--- src/rtl/sprite_list_sequencer_if.sv ---
// Bus bundle between the sprite list sequencer, the sprite RAM, the line-start source
// and the line-buffer writer.
interface sprite_list_sequencer_if;
    logic        line_start;
    logic [7:0]  target_line;
    logic [7:0]  ram_q;
    logic        draw_ack;
    logic [10:0] ram_addr;
    logic        lat_indx;
    logic        lat_xdat;
    logic        lat_vpos;
    logic        lat_hpos;
    logic        draw_req;
    logic [3:0]  draw_vpix;
    logic        busy;
    logic        line_done;
    logic        overrun;
    logic [2:0]  dbg_state;

    // draw_req/draw_ack: draw_req rises with draw_vpix valid and both stay stable until
    // the first cycle where draw_req && draw_ack; draw_req is low on the following cycle.
    // A line_start that aborts a scan withdraws draw_req without an ack.
    modport master (
        input  line_start, target_line, ram_q, draw_ack,
        output ram_addr, lat_indx, lat_xdat, lat_vpos, lat_hpos,
        output draw_req, draw_vpix, busy, line_done, overrun, dbg_state
    );

    modport slave (
        output line_start, target_line, ram_q, draw_ack,
        input  ram_addr, lat_indx, lat_xdat, lat_vpos, lat_hpos,
        input  draw_req, draw_vpix, busy, line_done, overrun, dbg_state
    );
endinterface

--- src/rtl/sprite_list_sequencer.sv ---
// Per-scanline sprite list walker: fetches each 4-byte entry, strobes the register
// latches, tests VPOS against the target line and issues draw requests for hits.
module sprite_list_sequencer #(
    parameter int NUM_SPRITES = 128,
    parameter int SPR_HEIGHT  = 16
) (
    input logic                     pixel_clk,
    input logic                     SPR_ROM_ADDR_RST,
    sprite_list_sequencer_if.master bus
);
    typedef enum logic [2:0] {
        S_IDLE  = 3'd0,
        S_FETCH = 3'd1,
        S_EVAL  = 3'd2,
        S_DRAW  = 3'd3,
        S_DONE  = 3'd4
    } state_t;

    localparam logic [8:0] LAST_ENTRY = 9'(NUM_SPRITES - 1);
    localparam logic [7:0] HEIGHT     = 8'(SPR_HEIGHT);

    state_t      state_q, state_d;
    logic [8:0]  entry_q, entry_d;
    logic [2:0]  cnt_q, cnt_d;
    logic [7:0]  target_q, target_d;
    logic [7:0]  vpos_q, vpos_d;
    logic [3:0]  vpix_q, vpix_d;
    logic        overrun_q, overrun_d;
    logic [7:0]  diff;
    logic        advance;
    logic        scanning;

    assign scanning = (state_q == S_FETCH) || (state_q == S_EVAL) || (state_q == S_DRAW);

    always_comb begin
        state_d   = state_q;
        entry_d   = entry_q;
        cnt_d     = cnt_q;
        target_d  = target_q;
        vpos_d    = vpos_q;
        vpix_d    = vpix_q;
        overrun_d = 1'b0;
        advance   = 1'b0;
        diff      = target_q - vpos_q;

        // A new line always wins, even mid-scan; the old scan is simply dropped.
        if (bus.line_start) begin
            state_d   = S_FETCH;
            target_d  = bus.target_line;
            entry_d   = 9'd0;
            cnt_d     = 3'd0;
            overrun_d = scanning;
        end else begin
            case (state_q)
                S_FETCH: begin
                    if (cnt_q == 3'd3) vpos_d = bus.ram_q;
                    if (cnt_q == 3'd4) begin
                        cnt_d   = 3'd0;
                        state_d = S_EVAL;
                    end else begin
                        cnt_d = cnt_q + 3'd1;
                    end
                end
                S_EVAL: begin
                    if (diff < HEIGHT) begin
                        vpix_d  = diff[3:0];
                        state_d = S_DRAW;
                    end else begin
                        advance = 1'b1;
                    end
                end
                S_DRAW:  advance = bus.draw_ack;
                S_DONE:  state_d = S_IDLE;
                default: state_d = S_IDLE;
            endcase

            if (advance) begin
                if (entry_q == LAST_ENTRY) begin
                    state_d = S_DONE;
                end else begin
                    entry_d = entry_q + 9'd1;
                    state_d = S_FETCH;
                end
            end
        end
    end

    always_ff @(posedge pixel_clk or posedge SPR_ROM_ADDR_RST) begin
        if (SPR_ROM_ADDR_RST) begin
            state_q   <= S_IDLE;
            entry_q   <= 9'd0;
            cnt_q     <= 3'd0;
            target_q  <= 8'd0;
            vpos_q    <= 8'd0;
            vpix_q    <= 4'd0;
            overrun_q <= 1'b0;
        end else begin
            state_q   <= state_d;
            entry_q   <= entry_d;
            cnt_q     <= cnt_d;
            target_q  <= target_d;
            vpos_q    <= vpos_d;
            vpix_q    <= vpix_d;
            overrun_q <= overrun_d;
        end
    end

    // Byte data lags the address by one cycle, so strobes sit on fetch cycles 1..4.
    assign bus.ram_addr  = {entry_q, cnt_q[1:0]};
    assign bus.lat_indx  = (state_q == S_FETCH) && (cnt_q == 3'd1);
    assign bus.lat_xdat  = (state_q == S_FETCH) && (cnt_q == 3'd2);
    assign bus.lat_vpos  = (state_q == S_FETCH) && (cnt_q == 3'd3);
    assign bus.lat_hpos  = (state_q == S_FETCH) && (cnt_q == 3'd4);
    assign bus.draw_req  = (state_q == S_DRAW);
    assign bus.draw_vpix = vpix_q;
    assign bus.busy      = scanning;
    assign bus.line_done = (state_q == S_DONE);
    assign bus.overrun   = overrun_q;
    assign bus.dbg_state = state_q;
endmodule

--- src/flat_wrapper.sv ---
// flat-port wrapper written by rule: the top's interface ports become plain ports
module sprite_list_sequencer_flat 
#(
    parameter int NUM_SPRITES = 128,
    parameter int SPR_HEIGHT  = 16
)
  (pixel_clk, SPR_ROM_ADDR_RST, bus_line_start, bus_target_line, bus_ram_q, bus_draw_ack, bus_ram_addr, bus_lat_indx, bus_lat_xdat, bus_lat_vpos, bus_lat_hpos, bus_draw_req, bus_draw_vpix, bus_busy, bus_line_done, bus_overrun, bus_dbg_state);
  sprite_list_sequencer_if bus_i ();
  input logic pixel_clk;
  input logic SPR_ROM_ADDR_RST;
  input wire logic [$bits(bus_i.line_start)-1:0] bus_line_start;
  input wire logic [$bits(bus_i.target_line)-1:0] bus_target_line;
  input wire logic [$bits(bus_i.ram_q)-1:0] bus_ram_q;
  input wire logic [$bits(bus_i.draw_ack)-1:0] bus_draw_ack;
  output wire logic [$bits(bus_i.ram_addr)-1:0] bus_ram_addr;
  output wire logic [$bits(bus_i.lat_indx)-1:0] bus_lat_indx;
  output wire logic [$bits(bus_i.lat_xdat)-1:0] bus_lat_xdat;
  output wire logic [$bits(bus_i.lat_vpos)-1:0] bus_lat_vpos;
  output wire logic [$bits(bus_i.lat_hpos)-1:0] bus_lat_hpos;
  output wire logic [$bits(bus_i.draw_req)-1:0] bus_draw_req;
  output wire logic [$bits(bus_i.draw_vpix)-1:0] bus_draw_vpix;
  output wire logic [$bits(bus_i.busy)-1:0] bus_busy;
  output wire logic [$bits(bus_i.line_done)-1:0] bus_line_done;
  output wire logic [$bits(bus_i.overrun)-1:0] bus_overrun;
  output wire logic [$bits(bus_i.dbg_state)-1:0] bus_dbg_state;
  assign bus_i.line_start = bus_line_start;
  assign bus_i.target_line = bus_target_line;
  assign bus_i.ram_q = bus_ram_q;
  assign bus_i.draw_ack = bus_draw_ack;
  assign bus_ram_addr = bus_i.ram_addr;
  assign bus_lat_indx = bus_i.lat_indx;
  assign bus_lat_xdat = bus_i.lat_xdat;
  assign bus_lat_vpos = bus_i.lat_vpos;
  assign bus_lat_hpos = bus_i.lat_hpos;
  assign bus_draw_req = bus_i.draw_req;
  assign bus_draw_vpix = bus_i.draw_vpix;
  assign bus_busy = bus_i.busy;
  assign bus_line_done = bus_i.line_done;
  assign bus_overrun = bus_i.overrun;
  assign bus_dbg_state = bus_i.dbg_state;
  sprite_list_sequencer #(.NUM_SPRITES(NUM_SPRITES), .SPR_HEIGHT(SPR_HEIGHT)) u_core (.pixel_clk(pixel_clk), .SPR_ROM_ADDR_RST(SPR_ROM_ADDR_RST), .bus(bus_i));
endmodule
--- config.mk ---
export PLATFORM = sky130hd
export DESIGN_NAME = sprite_list_sequencer_flat
export DESIGN_NICKNAME = d
export VERILOG_FILES = /design/src/rtl/sprite_list_sequencer_if.sv /design/src/rtl/sprite_list_sequencer.sv /design/src/flat_wrapper.sv
export SDC_FILE = /design/constraint.sdc
export NUM_CORES = 1
export LEC_CHECK = 0
export ABC_AREA = 1
export CORE_ASPECT_RATIO = 0.5
export CORE_MARGIN = 2
export CORE_UTILIZATION = 40
export CTS_CLUSTER_DIAMETER = 30
export DETAILED_ROUTE_END_ITERATION = 10
export DONT_BUFFER_PORTS = 1
export PLACE_DENSITY = 0.61
export RECOVER_POWER = 100
export SLEW_MARGIN = 10
export SYNTH_ARGS = -nofsm -noshare
export SYNTH_HDL_FRONTEND = slang
export SYNTH_SLANG_ARGS = --single-unit
--- constraint.sdc ---
create_clock -name pixel_clk -period 3.05 [get_ports pixel_clk]
set_clock_uncertainty 0.2 [all_clocks]
set_input_delay 0.4575 -clock pixel_clk [delete_from_list [all_inputs] [get_ports pixel_clk]]
set_output_delay 0.4575 -clock pixel_clk [all_outputs]
set_load 0.01 [all_outputs]
# [Word level (Yosys, flattened, before mapping)]
# Cells that the tools add are included.
[classes] n_addsub=3 magnitude_cmp=1 n_eq_ne=13 mux=16 bitwise_logic=1 reduce_logical=12
[ops] op="$mux 9" count=3
[ops] op="$mux 3" count=8
[ops] op="$eq 3x2->1 const B" count=4
[ops] op="$add 9x1->9 const B" count=1
[ops] op="$eq 9x7->1 const B" count=1
[ops] op="$pmux 3 s3" count=1
[ops] op="$reduce_and 3->1" count=3
[ops] op="$lt 8x5->1 const B" count=1
[ops] op="$ne 4x4->1 const B" count=2
[ops] op="$sub 8x8->8" count=1
[ops] op="$eq 3x1->1 const B" count=2
[ops] op="$eq 3x3->1 const B" count=2
[ops] op="$logic_and 1x1->1" count=4
[ops] op="$reduce_bool 2->1" count=2
[ops] op="$add 3x1->3 const B" count=1
[ops] op="$mux 1" count=3
[ops] op="$ne 3x2->1 const B" count=1
[ops] op="$logic_or 1x1->1" count=2
[ops] op="$ne 2x2->1 const B" count=1
[ops] op="$pmux 1 s2" count=1
[ops] op="$reduce_and 2->1" count=1
[ops] op="$not 1->1" count=1
[word_totals] regBits=36 inputBits=20 out_inout_bits=26 elab_cells=53

# [Longest topological paths before layout]
[depth] depth_word=7 depth_mapped=17 ltp_nobuf=17

# [Least setup slack after synthesis]
# Ideal clock, no wire load.
[synth_path] path_kind="register -> register" from="reg u_core.target_q[0]" to="reg u_core.entry_q[3]" setup_ns=0.066 t_arrival_ns=1.882 required_time_ns=2.784 path_slack_ns=0.902 path_stages_with_launch=16 n_path_buf=0 period_less_slack_ns=2.148 path_cell_list="dfrtp_1 -> inv_1 -> ha_1 -> inv_1 -> fa_1 -> nand2_1 -> nand2_1 -> nand3_2 -> nand2_1 -> nand2_1 -> nand3_2 -> o21bai_4 -> nand3_4 -> nand2_4 -> nand2_1 -> nand2_1"
[synth_via] elab_chain_cells=7
[synth_lines] element="start: declaration" line="sprite_list_sequencer.sv:25" source="logic [7:0] target_q, target_d;"
[synth_lines] element="start signal: assignment" line="sprite_list_sequencer.sv:101" source="target_q <= target_d;"
[synth_lines] element="$sub 8x8->8" line="sprite_list_sequencer.sv:44" source="diff = target_q - vpos_q;"
[synth_lines] element="$lt 8x5->1" line="sprite_list_sequencer.sv:65" source="if (diff < HEIGHT) begin"
[synth_lines] element="$mux 1" line="sprite_list_sequencer.sv:65"
[synth_lines] element="$pmux 1 s2" line="sprite_list_sequencer.sv:54" source="case (state_q)"
[synth_lines] element="$mux 1" line="sprite_list_sequencer.sv:47" source="if (bus.line_start) begin"
[synth_lines] element="$reduce_bool 2->1 (no line)"
[synth_lines] element="$reduce_and 2->1 (no line)"
[synth_lines] element="end signal: assignment" line="sprite_list_sequencer.sv:99" source="entry_q <= entry_d;"
[synth_lines] element="end: declaration" line="sprite_list_sequencer.sv:23" source="logic [8:0] entry_q, entry_d;"
# No other way between the ends. The select of a mux whose other input is x is not followed.
# A chain may end at the register's enable or synchronous reset.

# [Worst setup path after layout]
[layout_path] from="reg u_core.target_q[0]" to="reg u_core.entry_q[6]"
# Same word-level chain as after synthesis.

==> impl_metrics.yaml <==
setup_path:
  path_max_fanout: 9
  cp_common_cell: "nand2_1"
  worstSetupPathType: "register to register"
  start_kind: "register"
  required_ns: 3.07
  cp_top_family: "simple AND/OR/NAND/NOR gates"
  crit_slowest_cell: "fa_1"
  end_kind: "register"
  max_stage_delay_ns: 0.39
  path_buf_inv: 3
  path_cells: "inv_1, ha_1, inv_1, fa_1, nand2_1, nand2_1, nand2_1, nand2_1, nand2_1, nand2_1, inv_1, nand2_4, o21bai_1, nand3_4, nand2_4, nand2_1, nand2_1"
  cp_data_arrival_time_ns: 2.52
global_routing:
  antenna_found_initial: 0
  grt_max_degree: 37
  grt_overflow: 0
  grt_pass1_wl_mm: 6.98
  grt_pass1_vias: 1505
  grt.total_usage_pct: 14.6
hold_path:
  hold_path_class: "primary input to register"
power_and_ir_drop:
  intPower_mw: 0.935
  powerDensity_mw_per_mm2: 628
  power.net_switching_mw: 0.493
  power_mw: 1.43
  p_clk_share_pct: 25.3
  p_comb_share_pct: 34.0
  peakVddDrop_mv: 0.201
  leakagePower_nw: 1.24
  switching_share_pct: 34.5
  seqPwrFrac_pct: 40.7
layout:
  fillerInstances: 501
  num_antenna_cells: 0
  fin_nets: 306
  post-route-cell-area_mm2: 0.00227
  mostFrequentLayoutCells: "78 x nand2_1, 36 x dfrtp_1, 34 x inv_1, 34 x nor2_1, 18 x nand3_1"
  syn2layout_area_growth_pct: 6.82
  ff_latch_area_um2: 901
  multiInputGateArea_mm2: 0.00104
  final_common_cell: "nand2_1"
  final_util_pct: 45.2
  layout-drive-gt1-share_pct: 5.88
cts:
  cts_tree: "yes"
  cts.sinks: 36
  worstSkewPairLatency_ns: 0.28
  h-tree-depth: 2
  cts_buffers: 5
  clockBufferDepth: 2
  clk_pin_slew_ns: 0.07
  cts_root_buf: "clkbuf_8"
floorplan:
  start_util_pct: 42.4
  num_io_pins: 46
  die_x_um: 107
  die_h_um: 55.6
  dieArea_mm2: 0.00595
  core-area_mm2: 0.00502
  fp-row-count: 18
place:
  io_buffers: 0
  dpl.hpwl_mm: 3.09
  place_ws_ns: 0.703
  gp_congestion: 0.856
  dpl_cell_area_mm2: 0.00218
synth:
  avgSynthCellArea_um2: 7.88
  muxShareOfSynthArea_pct: 1.06
  synth_area_mm2: 0.00213
  yosys_warnings: 0
  synth-xor-area-share_pct: 3.71
  ys_ff_latch: 36
  syn-instance-count: 270
  synth_edf_count: 0
  synthSimpleGateAreaFrac_pct: 31.0
  synth_fp_nets: 304
  ys_types: 31
  synth_top_family_by_area: "simple AND/OR/NAND/NOR gates"
  ys_seq_area_share_pct: 42.4
  synth_ff_type: "dfrtp_1"
  synth_compound_area_share_pct: 5.53
  synthArstFlopShare_pct: 100
  synth_fa_ha_area_share_pct: 8.59
timing:
  grt_setup_unrepaired: "false"
  slew_violations: 0
  timing.final.crit_period_ns: 2.50
  setup_viol: 0
  setup_ws_ns: 0.547
  hold_violations: 0
  fmax_mhz: 400
  fin_crit_sh_pct: 82.1
  worstMarginPinSlew_ns: 0.890
  setup_tns_ns: 0
  slew-limit-headroom_pct: 40.7
routing:
  ant_nets: 0
  via_per_inst: 4.70
  dr.pass1.iters: 4
  met3_length_um: 221
  drc: 0
  wl_met1_mm: 2.00
  vias: 1608
  wl_met2_mm: 1.79
  avgRoutedWirePerCell_um: 11.8
  drtIter0Drc: 92
  top_layer_used: "met4"
  wirelength_mm: 4.04
run:
  maxCapViolCount: 0
run_status:
  status: "finished, final reports clean"
through the flow:
step | hold WS (ns) | std cells
2_1_floorplan | 0.246 | 270
5_1_grt | 0.0823 | 342
3_5_place_dp | 0.268 | 334
6_report | 0.0907 | 342
3_3_place_gp | 0.267 | 334
4_1_cts | 0.0801 | 342
cell usage after synthesis, types with 2 or more instances:
cell      count  area [um2]
nor3_1        3        15.0
clkbuf_1      2        7.51
xnor2_1       2        17.5
inv_1        30         113
nand2_4       2        22.5
inv_2         4        15.0
o21ai_0       7        35.0
a21oi_1      10        50.1
nand2_2       2        12.5
dfrtp_1      36         901
ha_1         13         163
buf_2         3        15.0
nand3b_1      2        15.0
nand3_2       2        20.0
xor2_1        7        61.3
nand3_1      18        90.1
nand2_1      77         289
buf_4         2        15.0
nand4_1       4        25.0
nor2_1       33         124
power by group through the flow:
stage	Sequential (mW)	Combinational, mW	Clock, mW
after floorplan	0.579	0.434	0
after global placement	0.589	0.500	0
after CTS	0.584	0.509	0.373
final	0.582	0.485	0.361
after global routing	0.588	0.568	0.393
after detailed placement	0.593	0.506	0
worst paths after layout:
check / from / endpoint / cells past startpoint / slack [ns]
max: u_core.target_q[0] / u_core.entry_q[6] / 17 / 0.55
min: bus_line_start / u_core.target_q[2] / 2 / 0.09
max reg2reg: u_core.target_q[0] / u_core.entry_q[6] / 17 / 0.55
min reg2reg: u_core.target_q[6] / u_core.target_q[6] / 2 / 0.28
max in group asynchronous: SPR_ROM_ADDR_RST / u_core.cnt_q[1] / 3 / 1.41
min in group asynchronous: SPR_ROM_ADDR_RST / u_core.bus.draw_vpix[1] / 3 / 0.69
routing by layer:
layer  GRT usage (%)  up-vias
met5               0        -
met4            4.45        0
met3            5.08        4
met2            22.2       24
met1            19.7      726
li1                -      854
cells by family after synthesis:
family | count (synthesis)
DFF | 36
and+or+nand+nor | 148
AOI/OAI and AO/OA | 20
adders and majority gates | 14
buffers and inverters | 41
muxes | 2
xor gates and xnor gates | 9
worst register-to-register path, stage by stage (launching register included):
cell and delay [ns]:
dfrtp_1 0.36, inv_1 0.06, ha_1 0.13, inv_1 0.05, fa_1 0.39, nand2_1 0.07
nand2_1 0.09, nand2_1 0.07, nand2_1 0.04, nand2_1 0.05, nand2_1 0.05, inv_1 0.08
nand2_4 0.06, o21bai_1 0.24, nand3_4 0.20, nand2_4 0.16, nand2_1 0.07, nand2_1 0.06
cell type report:
type | count | share of cell area (%)
clock buffer | 7 | 4.24
inverter | 34 | 5.62
sequential | 36 | 39.6
timing repair buffer | 2 | 0.661
tap | 70 | 3.85
multi-input combinational | 193 | 46.0
sequential cells by signal (all words and copies together) (netlist names):
signal and count:
u_core.target_q 8, u_core.bus.draw_vpix 4, u_core.vpos_q 8, u_core.cnt_q 3, u_core.bus.overrun 1, u_core.entry_q 9, u_core.bus.dbg_state 3
what timing repair did:
action                                 CTS  global route
buffers inserted                         0             0
endpoints found under the hold margin   36             0
resized for setup                        0             0
hold buffers                             1             0
Note: power is estimated with default switching activity, not from simulation.
